`config.mk`:
```
export PLATFORM = sky130hd
export DESIGN_NAME = alu_sequencer
export DESIGN_NICKNAME = d
export VERILOG_FILES = /design/src/rtl/alu_sequencer.sv
export SDC_FILE = /design/constraint.sdc
export NUM_CORES = 1
export LEC_CHECK = 0
export BUFFER_PORTS_ARGS = -buffer_cell sky130_fd_sc_hd__clkbuf_2
export CORE_UTILIZATION = 54
export CTS_BUF_LIST = sky130_fd_sc_hd__clkbuf_16
export DETAILED_ROUTE_END_ITERATION = 6
export PLACE_DENSITY = 0.86
export SYNTH_ARGS = -nofsm -noshare
export SYNTH_HDL_FRONTEND = slang
export SYNTH_SLANG_ARGS = --single-unit
```
`constraint.sdc`:
```
create_clock -name clk -period 2.4 [get_ports clk]
set_input_delay 0 -clock clk [delete_from_list [all_inputs] [get_ports clk]]
set_output_delay 0 -clock clk [all_outputs]
set_load 0.02 [all_outputs]
```
`src/rtl/alu_sequencer.sv`:
```
// rtl/alu_sequencer.sv - instruction sequencer driving a combinational ALU
//
// Purpose: accepts an 8-bit instruction stream over a valid/ready handshake,
// decodes it, drives the ALU operands, and commits ALU results and flags into
// the accumulator, the status register and an internal register file.
//
// Parameters:
//   NREGS    register-file depth (2..16); register index wraps modulo NREGS
//   ACC_RST  accumulator reset value
//
// Ports:
//   clk, rst_n           clock, asynchronous active-low reset
//   instr_valid/ready    byte handshake; instr_data = {opcode, index} or immediate
//   alu_op/acc/reg       operands to the ALU (alu_op is NOP outside EXEC)
//   alu_result, alu_*    result and flags returned by the ALU
//   acc                  architectural accumulator
//   status               committed flags {s,p,ov,cy,z}
//   busy                 high whenever the sequencer is not in FETCH
//
// Optional feature (macro CTRL_TRACE_EN): adds retire (one pulse per WB) and
// retire_cnt (16-bit wrapping count of WB cycles).

module alu_sequencer #(
  parameter int          NREGS   = 16,
  parameter logic [7:0]  ACC_RST = 8'h00
) (
  input  logic       clk,
  input  logic       rst_n,
  input  logic       instr_valid,
  input  logic [7:0] instr_data,
  output logic       instr_ready,
  output logic [3:0] alu_op,
  output logic [7:0] alu_acc,
  output logic [7:0] alu_reg,
  input  logic [7:0] alu_result,
  input  logic       alu_z,
  input  logic       alu_cy,
  input  logic       alu_ov,
  input  logic       alu_p,
  input  logic       alu_s,
  output logic [7:0] acc,
  output logic [4:0] status,
  output logic       busy
`ifdef CTRL_TRACE_EN
  ,
  output logic        retire,
  output logic [15:0] retire_cnt
`endif
);

  localparam int IW = (NREGS > 1) ? $clog2(NREGS) : 1;

  localparam logic [3:0] OP_ADD = 4'h5;
  localparam logic [3:0] OP_INC = 4'h9;  // highest ALU opcode
  localparam logic [3:0] OP_LDA = 4'hC;
  localparam logic [3:0] OP_STA = 4'hD;
  localparam logic [3:0] OP_LDI = 4'hE;
  localparam logic [3:0] OP_NOP = 4'hF;

  typedef enum logic [1:0] {
    S_FETCH = 2'd0,
    S_EXEC  = 2'd1,
    S_WB    = 2'd2,
    S_IMM   = 2'd3
  } state_t;

  state_t state, next_state;

  logic [3:0]    op_q;
  logic [3:0]    idx_q;
  logic [7:0]    res_q;   // sampled ALU result, or the LDI immediate byte
  logic [4:0]    flg_q;   // sampled ALU flags {s,p,ov,cy,z}
  logic [7:0]    regs [NREGS];
  logic [IW-1:0] ridx;
  logic [7:0]    load_val;
  logic          fire;

  assign fire     = instr_valid && instr_ready;
  assign ridx     = IW'({28'd0, idx_q} % NREGS);
  assign load_val = (op_q == OP_LDA) ? regs[ridx] : res_q;
  assign alu_acc  = acc;
  assign alu_reg  = regs[ridx];

  // State register
  always_ff @(posedge clk or negedge rst_n) begin
    if (!rst_n) state <= S_FETCH;
    else        state <= next_state;
  end

  // Next-state logic
  always_comb begin
    next_state = state;
    case (state)
      S_FETCH: begin
        if (fire) begin
          if (instr_data[7:4] <= OP_INC)      next_state = S_EXEC;
          else if (instr_data[7:4] == OP_LDI) next_state = S_IMM;
          else                                next_state = S_WB;
        end
      end
      S_EXEC:  next_state = S_WB;
      S_WB:    next_state = S_FETCH;
      S_IMM:   if (fire) next_state = S_WB;
      default: next_state = S_FETCH;
    endcase
  end

  // Outputs decoded from state
  always_comb begin
    instr_ready = (state == S_FETCH) || (state == S_IMM);
    busy        = (state != S_FETCH);
    alu_op      = (state == S_EXEC) ? op_q : OP_NOP;
  end

  // Datapath: latch instruction, sample ALU, commit in WB
  always_ff @(posedge clk or negedge rst_n) begin
    if (!rst_n) begin
      op_q   <= OP_NOP;
      idx_q  <= 4'd0;
      res_q  <= 8'd0;
      flg_q  <= 5'd0;
      acc    <= ACC_RST;
      status <= 5'd0;
      for (int i = 0; i < NREGS; i++) regs[i] <= 8'd0;
    end else begin
      if (state == S_FETCH && fire) begin
        op_q  <= instr_data[7:4];
        idx_q <= instr_data[3:0];
      end
      if (state == S_EXEC) begin
        res_q <= alu_result;
        flg_q <= {alu_s, alu_p, alu_ov, alu_cy, alu_z};
      end
      if (state == S_IMM && fire) res_q <= instr_data;
      if (state == S_WB) begin
        if (op_q <= OP_INC) begin
          acc <= res_q;
          // The ALU only drives carry meaningfully on ADD.
          status <= {flg_q[4:2], (op_q == OP_ADD) ? flg_q[1] : status[1], flg_q[0]};
        end else if (op_q == OP_LDA || op_q == OP_LDI) begin
          acc    <= load_val;
          status <= {load_val[7], ~^load_val, status[2:1], (load_val == 8'd0)};
        end else if (op_q == OP_STA) begin
          regs[ridx] <= acc;
        end
      end
    end
  end

`ifdef CTRL_TRACE_EN
  assign retire = (state == S_WB);

  always_ff @(posedge clk or negedge rst_n) begin
    if (!rst_n)      retire_cnt <= 16'd0;
    else if (retire) retire_cnt <= retire_cnt + 16'd1;
  end
`endif

endmodule

```
==> key figures, run 1 <==
Final layout
  – Layout cells sized above 1: 37.59%
  – Layout net count: 700
  – # diodes: 0
  – Util after Layout: 68.40%
  – Fin cells: 861
  – Final instance area: 9642 um^2
  – Area grow syn2layout: 22.05%

Placed design
  – PortBufs: 58
  – Placed Area: 8578 um^2
  – RD Place Congestion: 0.8430
  – Dpl cells: 793
  – Final HPWL DP: 12.48 mm

Timing
  – Final setup viols: 2
  – Fin crit period: 2869 ps
  – Fmax: 0.3486 GHz
  – Slew Limit Headroom: 53.93%
  – Final Cycle Share: 119.5%
  – RSZ-0062 raised after global routing: true
  – Hold Fails Final Rpt: 0
  – Hold Slack: 142.2 ps
  – Sum Neg Setup Slack: -631.0 ps
  – Slew @ Worst Pin: 691.1 ps
  – Slew Viols, Final: 0
  – Layout Skew: 8.008 ps
  – Final WS setup: -469.0 ps

Yosys
  – Synth top area share: 50.68%
  – Ys flop type: dfrtp_1
  – Yosys cell types: 48
  – Cell taking the most area after synthesis: dfrtp_1
  – Seq cells post-synth: 164
  – EDFF count, synth: 0
  – Post-Synthesis Cells: 554
  – Synth area leaders: dfrtp_1 51%, mux2_1 15%, mux4_2 8.6%, mux2_2 5.7%, mux2i_1 3.5%
  – Post-synth top cells: 160 x dfrtp_1, 102 x mux2_1, 40 x mux2_2, 30 x mux4_2
  – Most common cell in the netlist: dfrtp_1
  – Syn nets: 586
  – Sequential fraction of the synthesis area: 52.01%
  – Yosys warns: 0
  – Post-synth ARST share: 100.0%
  – Synthesized area: 7900 um^2
  – Syn Area/Cell: 14.26 um^2

CTS
  – Clock latency on the worst-skew pair: 430 ps
  – Root buffer cell: clkbuf_16
  – Worst-path clk slew: 60 ps
  – CTS tree: built
  – Clock Sinks: 164
  – Cts bufs inserted: 17
  – Max Root-Sink Buffers: 2
  – H-tree levels: 4

Power
  – Static Leak: 4.784 nW
  – Sw power: 3.961 mW
  – Maximum vdd drop: 0.6267 mV
  – P_int: 6.923 mW
  – Pwr Density: 1129 nW/um^2
  – Combinational share of power: 38.5%
  – Sequential share of power: 36.0%
  – Clk network pwr share: 25.5%
  – Switching Share: 36.40%

Worst setup path
  – Max incr delay on CP: 560 ps
  – CP required: 2740 ps
  – CP max-delay cell: mux4_2
  – CP arrival: 3210 ps
  – Critical path endpoint category: flop
  – CP Max Fanout: 15
  – Crit path launch type: flop
  – Critical path class: flop to flop
  – Worst path cell trace: buf_12 > mux4_2 > a22oi_2 > nand2_2 > mux2i_1 > ha_1 > xnor2_2 > xnor2_2 > mux2i_1 > o21ai_1

Floorplan
  – Area of the core: 14,100 um^2
  – Die footprint: 15,120 um^2
  – # IOs: 59
  – Die width: 123.0 um
  – Starting Density: 56.04%
  – Row count: 43
  – Die H: 123.0 um

Detailed routing
  – Routed WL: 21.30 mm
  – # DRC: 0
  – Pre-antenna DRT Iters: 5
  – DRT iter0 DRCs: 584
  – Vias: 5,445
  – Via density per instance: 6.324
  – Final ANT Viol Nets: 0
  – Routed length per instance: 24.73 um

Status
  – Status: finished, violations left
  – Failing checks: negative setup slack

GRT
  – GRT Total Usage: 30.61%
  – Pin count of the biggest net entering global routing: 73
  – Initial antenna violation count: 0
  – First-pass GRT wire length: 32.78 mm
  – Vias in the first global route: 5,730
  – Gr ovfl total: 0

Run
  – Max_cap viols: 0

Worst hold path
  – Worst hold path type: primary input to async pin
-- power groups by stage --
stage,sequential [mW],clock (mW),combinational (mW)
4_1_cts,3.86,2.79,3.81
3_3_place_gp,3.87,0,3.20
5_1_grt,3.97,2.92,4.39
3_5_place_dp,3.92,0,3.32
2_1_floorplan,3.68,0,2.44
6_report,3.92,2.78,4.19
-- layer usage --
layer  wire length [um]  GRT usage [%]  vias to the layer above
met4               1021          17.15                        0
met5                  0              0                        -
met2              10570          49.75                      279
met1               8173          36.93                     2812
met3               1527          8.533                       93
li1                   -              -                     2261
-- critical path, delay by kind of cell (launching register included) --
| kind | cells | cell delay (ps) |
|---|---|---|
| muxes | 3 | 850 |
| AOI/OAI and AO/OA | 2 | 510 |
| DFF | 1 | 430 |
| xor gates and xnor gates | 2 | 360 |
| adders and majority gates | 1 | 310 |
| buffers and inverters | 1 | 190 |
| and+or+nand+nor | 1 | 110 |
-- registers in the layout, summed over array words and instances (netlist names) --
| signal | flops |
|---|---|
| op_q | 4 |
| acc | 8 |
| flg_q | 5 |
| state | 2 |
| regs | 128 |
| idx_q | 4 |
| status | 5 |
| res_q | 8 |
-- worst paths after layout --
| check | from | to | slack, ps | depth (start not counted) |
|---|---|---|---|---|
| max | idx_q[0]$_DFFE_PN0P_ | status[3]$_DFFE_PN0P_ | -470 | 10 |
| min | rst_n | regs[34]$_DFFE_PN0P_ | 140 | 2 |
| max reg2reg | idx_q[0]$_DFFE_PN0P_ | status[3]$_DFFE_PN0P_ | -470 | 10 |
| min reg2reg | regs[44]$_DFFE_PN0P_ | regs[44]$_DFFE_PN0P_ | 490 | 1 |
| max in group asynchronous | rst_n | regs[94]$_DFFE_PN0P_ | 1500 | 3 |
| min in group clk | alu_ov | flg_q[2]$_DFFE_PN0P_ | 350 | 3 |
-- layout make-up --
cell class	instances	area [um^2]
fillers	879	4454
flip-flops and latches	164	4111
multi-input cells	340	3616
repair buffers	135	1052
clock buffers	17	425.4
well taps	180	225.2
clock inverters	15	173.9
inverters	10	37.54
-- through the flow --
step,setup slack (ps),power (mW)
floorplan,-11.43,6.124
global placement,-283.6,7.065
detailed placement,-363.3,7.240
CTS,-322.2,10.46
global route,-530.3,11.28
finish,-469.0,10.88
-- placed cells by master (no fill, tap or decap), types with 4 or more instances in the layout --
master,count
dfrtp_1,158
mux2_1,102
clkbuf_2,57
buf_4,44
mux2_2,40
mux4_2,30
nand2_1,27
mux2i_1,24
dlygate4sd3_1,23
clkbuf_16,17
inv_1,12
nor2_1,12
o21ai_0,12
a22oi_2,11
nand2_2,7
nand2b_1,7
a221o_1,7
buf_12,7
nand3_1,6
ha_1,6
bufinv_16,4
dfstp_2,4
-- cell families after synthesis --
logic type                 count (synthesis)  synth area share (%)
AOI/OAI and AO/OA                         44                 4.324
xor gates and xnor gates                   3                0.3327
adders and majority gates                  8                 1.267
buffers and inverters                     50                 3.532
DFF                                      164                 52.01
muxes                                    200                 32.34
and+or+nand+nor                           85                 6.193
-- timing repair --
item / CTS / global route
buffers inserted: 10 / 2
cloned: 1 / 0
setup endpoints to repair: 2 / 19
endpoints found under the hold margin: 88 / 0
pin swaps: 6 / 1
hold buffers: 23 / 0
resized for setup: 10 / 10
Power figures use the tool's default switching activity.
==> run 2, diff against run 1 <==
- CELL_PAD_IN_SITES_DETAIL_PLACEMENT: unset -> 1
- CELL_PAD_IN_SITES_GLOBAL_PLACEMENT: unset -> 2
- CORE_MARGIN: unset -> 4
- CORE_UTILIZATION: 54 -> 39
==> run 2 against run 1 <==
  * The flow still finishes with violations (negative setup slack)
  * Global-route usage decreased by 11 points
  * Wire length decreased by 0.93%
  * Power decreased by 5.2%
  * Setup slack improved by 270 ps
  * Flip-flop and latch count unchanged
  * Cell area about the same
  * Clock power decreased by 6%
  * Cell count increased by 9.1%
  * Critical path depth increased by 1
  * Critical path type unchanged
  * Largest cell class unchanged
  * Largest power group is now sequential cells
==> key figures, run 2 (synthesized netlist as in run 1, its figures left out) <==
Status
  – Status: finished, violations left
  – Failing checks: negative setup slack

Worst setup path
  – CP max-delay cell: mux4_2
  – Critical path class: flop to flop
  – CP Max Fanout: 6
  – Reg2Reg Depth: 11
  – CP Launch Point: idx_q[0]$_DFFE_PN0P_
  – CP Buf/Inv Count: 2
  – Critical path endpoint category: flop
  – CP arrival: 2910 ps
  – Max incr delay on CP: 500 ps
  – Crit path launch type: flop
  – R2R Path Start: idx_q[0]$_DFFE_PN0P_
  – Worst path cell trace: buf_12 > buf_12 > mux4_2 > a22oi_1 > nand2_2 > mux2i_1 > ha_1 > xnor2_2 > xnor2_1 > mux2i_1 > o21ai_1
  – CP required: 2710 ps
  – WP depth: 11
  – Top delay family on crit path: multiplexers

Floorplan
  – Area of the core: 19,720 um^2
  – # IOs: 59
  – Row count: 51
  – Die H: 150.3 um
  – Die footprint: 22,600 um^2
  – Die width: 150.3 um
  – Starting Density: 40.07%

GRT
  – First-pass GRT wire length: 33.48 mm
  – GRT Total Usage: 19.67%
  – Gr ovfl total: 0
  – Pin count of the biggest net entering global routing: 76
  – Vias in the first global route: 5,788
  – Initial antenna violation count: 0

Placed design
  – RD Place Congestion: 0.8028
  – Placed Area: 8687 um^2
  – Final HPWL DP: 14.43 mm
  – PortBufs: 58

CTS
  – Cts bufs inserted: 17
  – Worst-path clk slew: 60 ps
  – Root buffer cell: clkbuf_16
  – H-tree levels: 4
  – CTS tree: built
  – Max Root-Sink Buffers: 2
  – Clock Sinks: 164
  – Clock latency on the worst-skew pair: 440 ps

Final layout
  – Commonest non-fill, non-tap cell in the layout: dfrtp_1
  – Reg with most FFs: regs
  – Largest regs: regs (128), acc (8), res_q (8)
  – Util after Layout: 48.88%
  – Area grow syn2layout: 22.00%
  – # diodes: 0
  – Layout cells sized above 1: 36.50%
  – Final instance area: 9638 um^2
  – Most frequent cells in the layout: 158 x dfrtp_1, 102 x mux2_1, 56 x clkbuf_2
  – Max reg flops: 128
  – Layout net count: 694

Detailed routing
  – Top sig layer: met4
  – Final ANT Viol Nets: 0
  – Met1 WL: 9.096 mm
  – Vias: 5,129
  – DRT iter0 DRCs: 236
  – Pre-antenna DRT Iters: 4
  – Via density per instance: 5.462
  – Routed WL: 21.10 mm
  – # DRC: 0
  – Routed length per instance: 22.47 um
  – Met3 wire len: 483 um
  – Wire length on met2: 11.05 mm

Timing
  – Sum Neg Setup Slack: -271.2 ps
  – Hold Slack: 169.8 ps
  – Fmax: 0.3853 GHz
  – Slew Limit Headroom: 45.97%
  – Slew Viols, Final: 0
  – Slew @ Worst Pin: 805.1 ps
  – Final setup viols: 2
  – Final Cycle Share: 108.1%
  – Hold Fails Final Rpt: 0
  – Layout Skew: 12.93 ps
  – Final WS setup: -195.1 ps
  – RSZ-0062 raised after global routing: true
  – Fin crit period: 2595 ps

Power
  – Static Leak: 4.740 nW
  – Maximum vdd drop: 0.3866 mV
  – Pwr Density: 1071 nW/um^2
  – Power consumption: 10.32 mW

Worst hold path
  – Worst hold path type: primary input to async pin

Run
  – Max_cap viols: 0
[run 2: cell count changes in the layout (fill, tap and decap cells not counted), moves of 2 or more]
| cell | previous run | this run |
|---|---|---|
| bufinv_16 | 4 | 2 |
| mux2i_1 | 24 | 27 |
| buf_4 | 44 | 36 |
| clkinv_2 | 1 | 3 |
| mux2i_2 | 3 | 0 |
| buf_6 | 3 | 6 |
[run 2: worst register-to-register path, delay by kind of cell (launching register included)]
| kind | cells | cell delay [ps] |
|---|---|---|
| AOI/OAI and AO/OA | 2 | 360 |
| xor gates and xnor gates | 2 | 270 |
| adders and majority gates | 1 | 300 |
| buffers and inverters | 2 | 270 |
| DFF | 1 | 380 |
| muxes | 3 | 800 |
| and+or+nand+nor | 1 | 110 |
[run 2: final cells by class]
cell class	count	area, um^2
clock inverters	14	123.9
well taps	265	331.6
flip-flops and latches	164	4111
fillers	1959	10080
inverters	10	37.54
clock buffers	17	425.4
multi-input cells	340	3595
repair buffers	129	1013
[run 2: worst paths after layout]
path,to,slack (ps)
setup / recovery,status[3]$_DFFE_PN0P_,-200
hold / removal,regs[54]$_DFFE_PN0P_,170
setup reg to reg,status[3]$_DFFE_PN0P_,-200
hold reg to reg,regs[14]$_DFFE_PN0P_,490
max in group asynchronous,op_q[2]$_DFFE_PN1P_,1460
min in group clk,flg_q[4]$_DFFE_PN0P_,340
[run 2: timing repair]
item,CTS,global route
gates resized for setup,4,17
setup endpoints to repair,2,16
setup buffers,3,2
endpoints found under the hold margin,96,0
cloned,0,1
hold buffers,23,0
pin swaps,4,4
[run 2: power by group]
group / internal, mW / switching (mW) / leakage [nW] / total (mW)
Sequential: 3.23 / 0.666 / 2.22 / 3.89
Clock: 1.50 / 1.10 / 0.269 / 2.60
Combinational: 1.83 / 2.00 / 2.25 / 3.83
[run 2: metrics by stage]
step / setup slack [ps] / std cells
after global routing: -297.3 / 939
after CTS: -223.1 / 937
after global placement: -181.6 / 880
after floorplan: -11.43 / 554
final: -195.1 / 939
after detailed placement: -285.1 / 880
[run 2: layer usage]
layer,vias to the layer above,GRT usage (%)
li1,2270,-
met2,95,33.91
met1,2730,24.44
met4,0,7.914
met5,-,0
met3,34,3.582
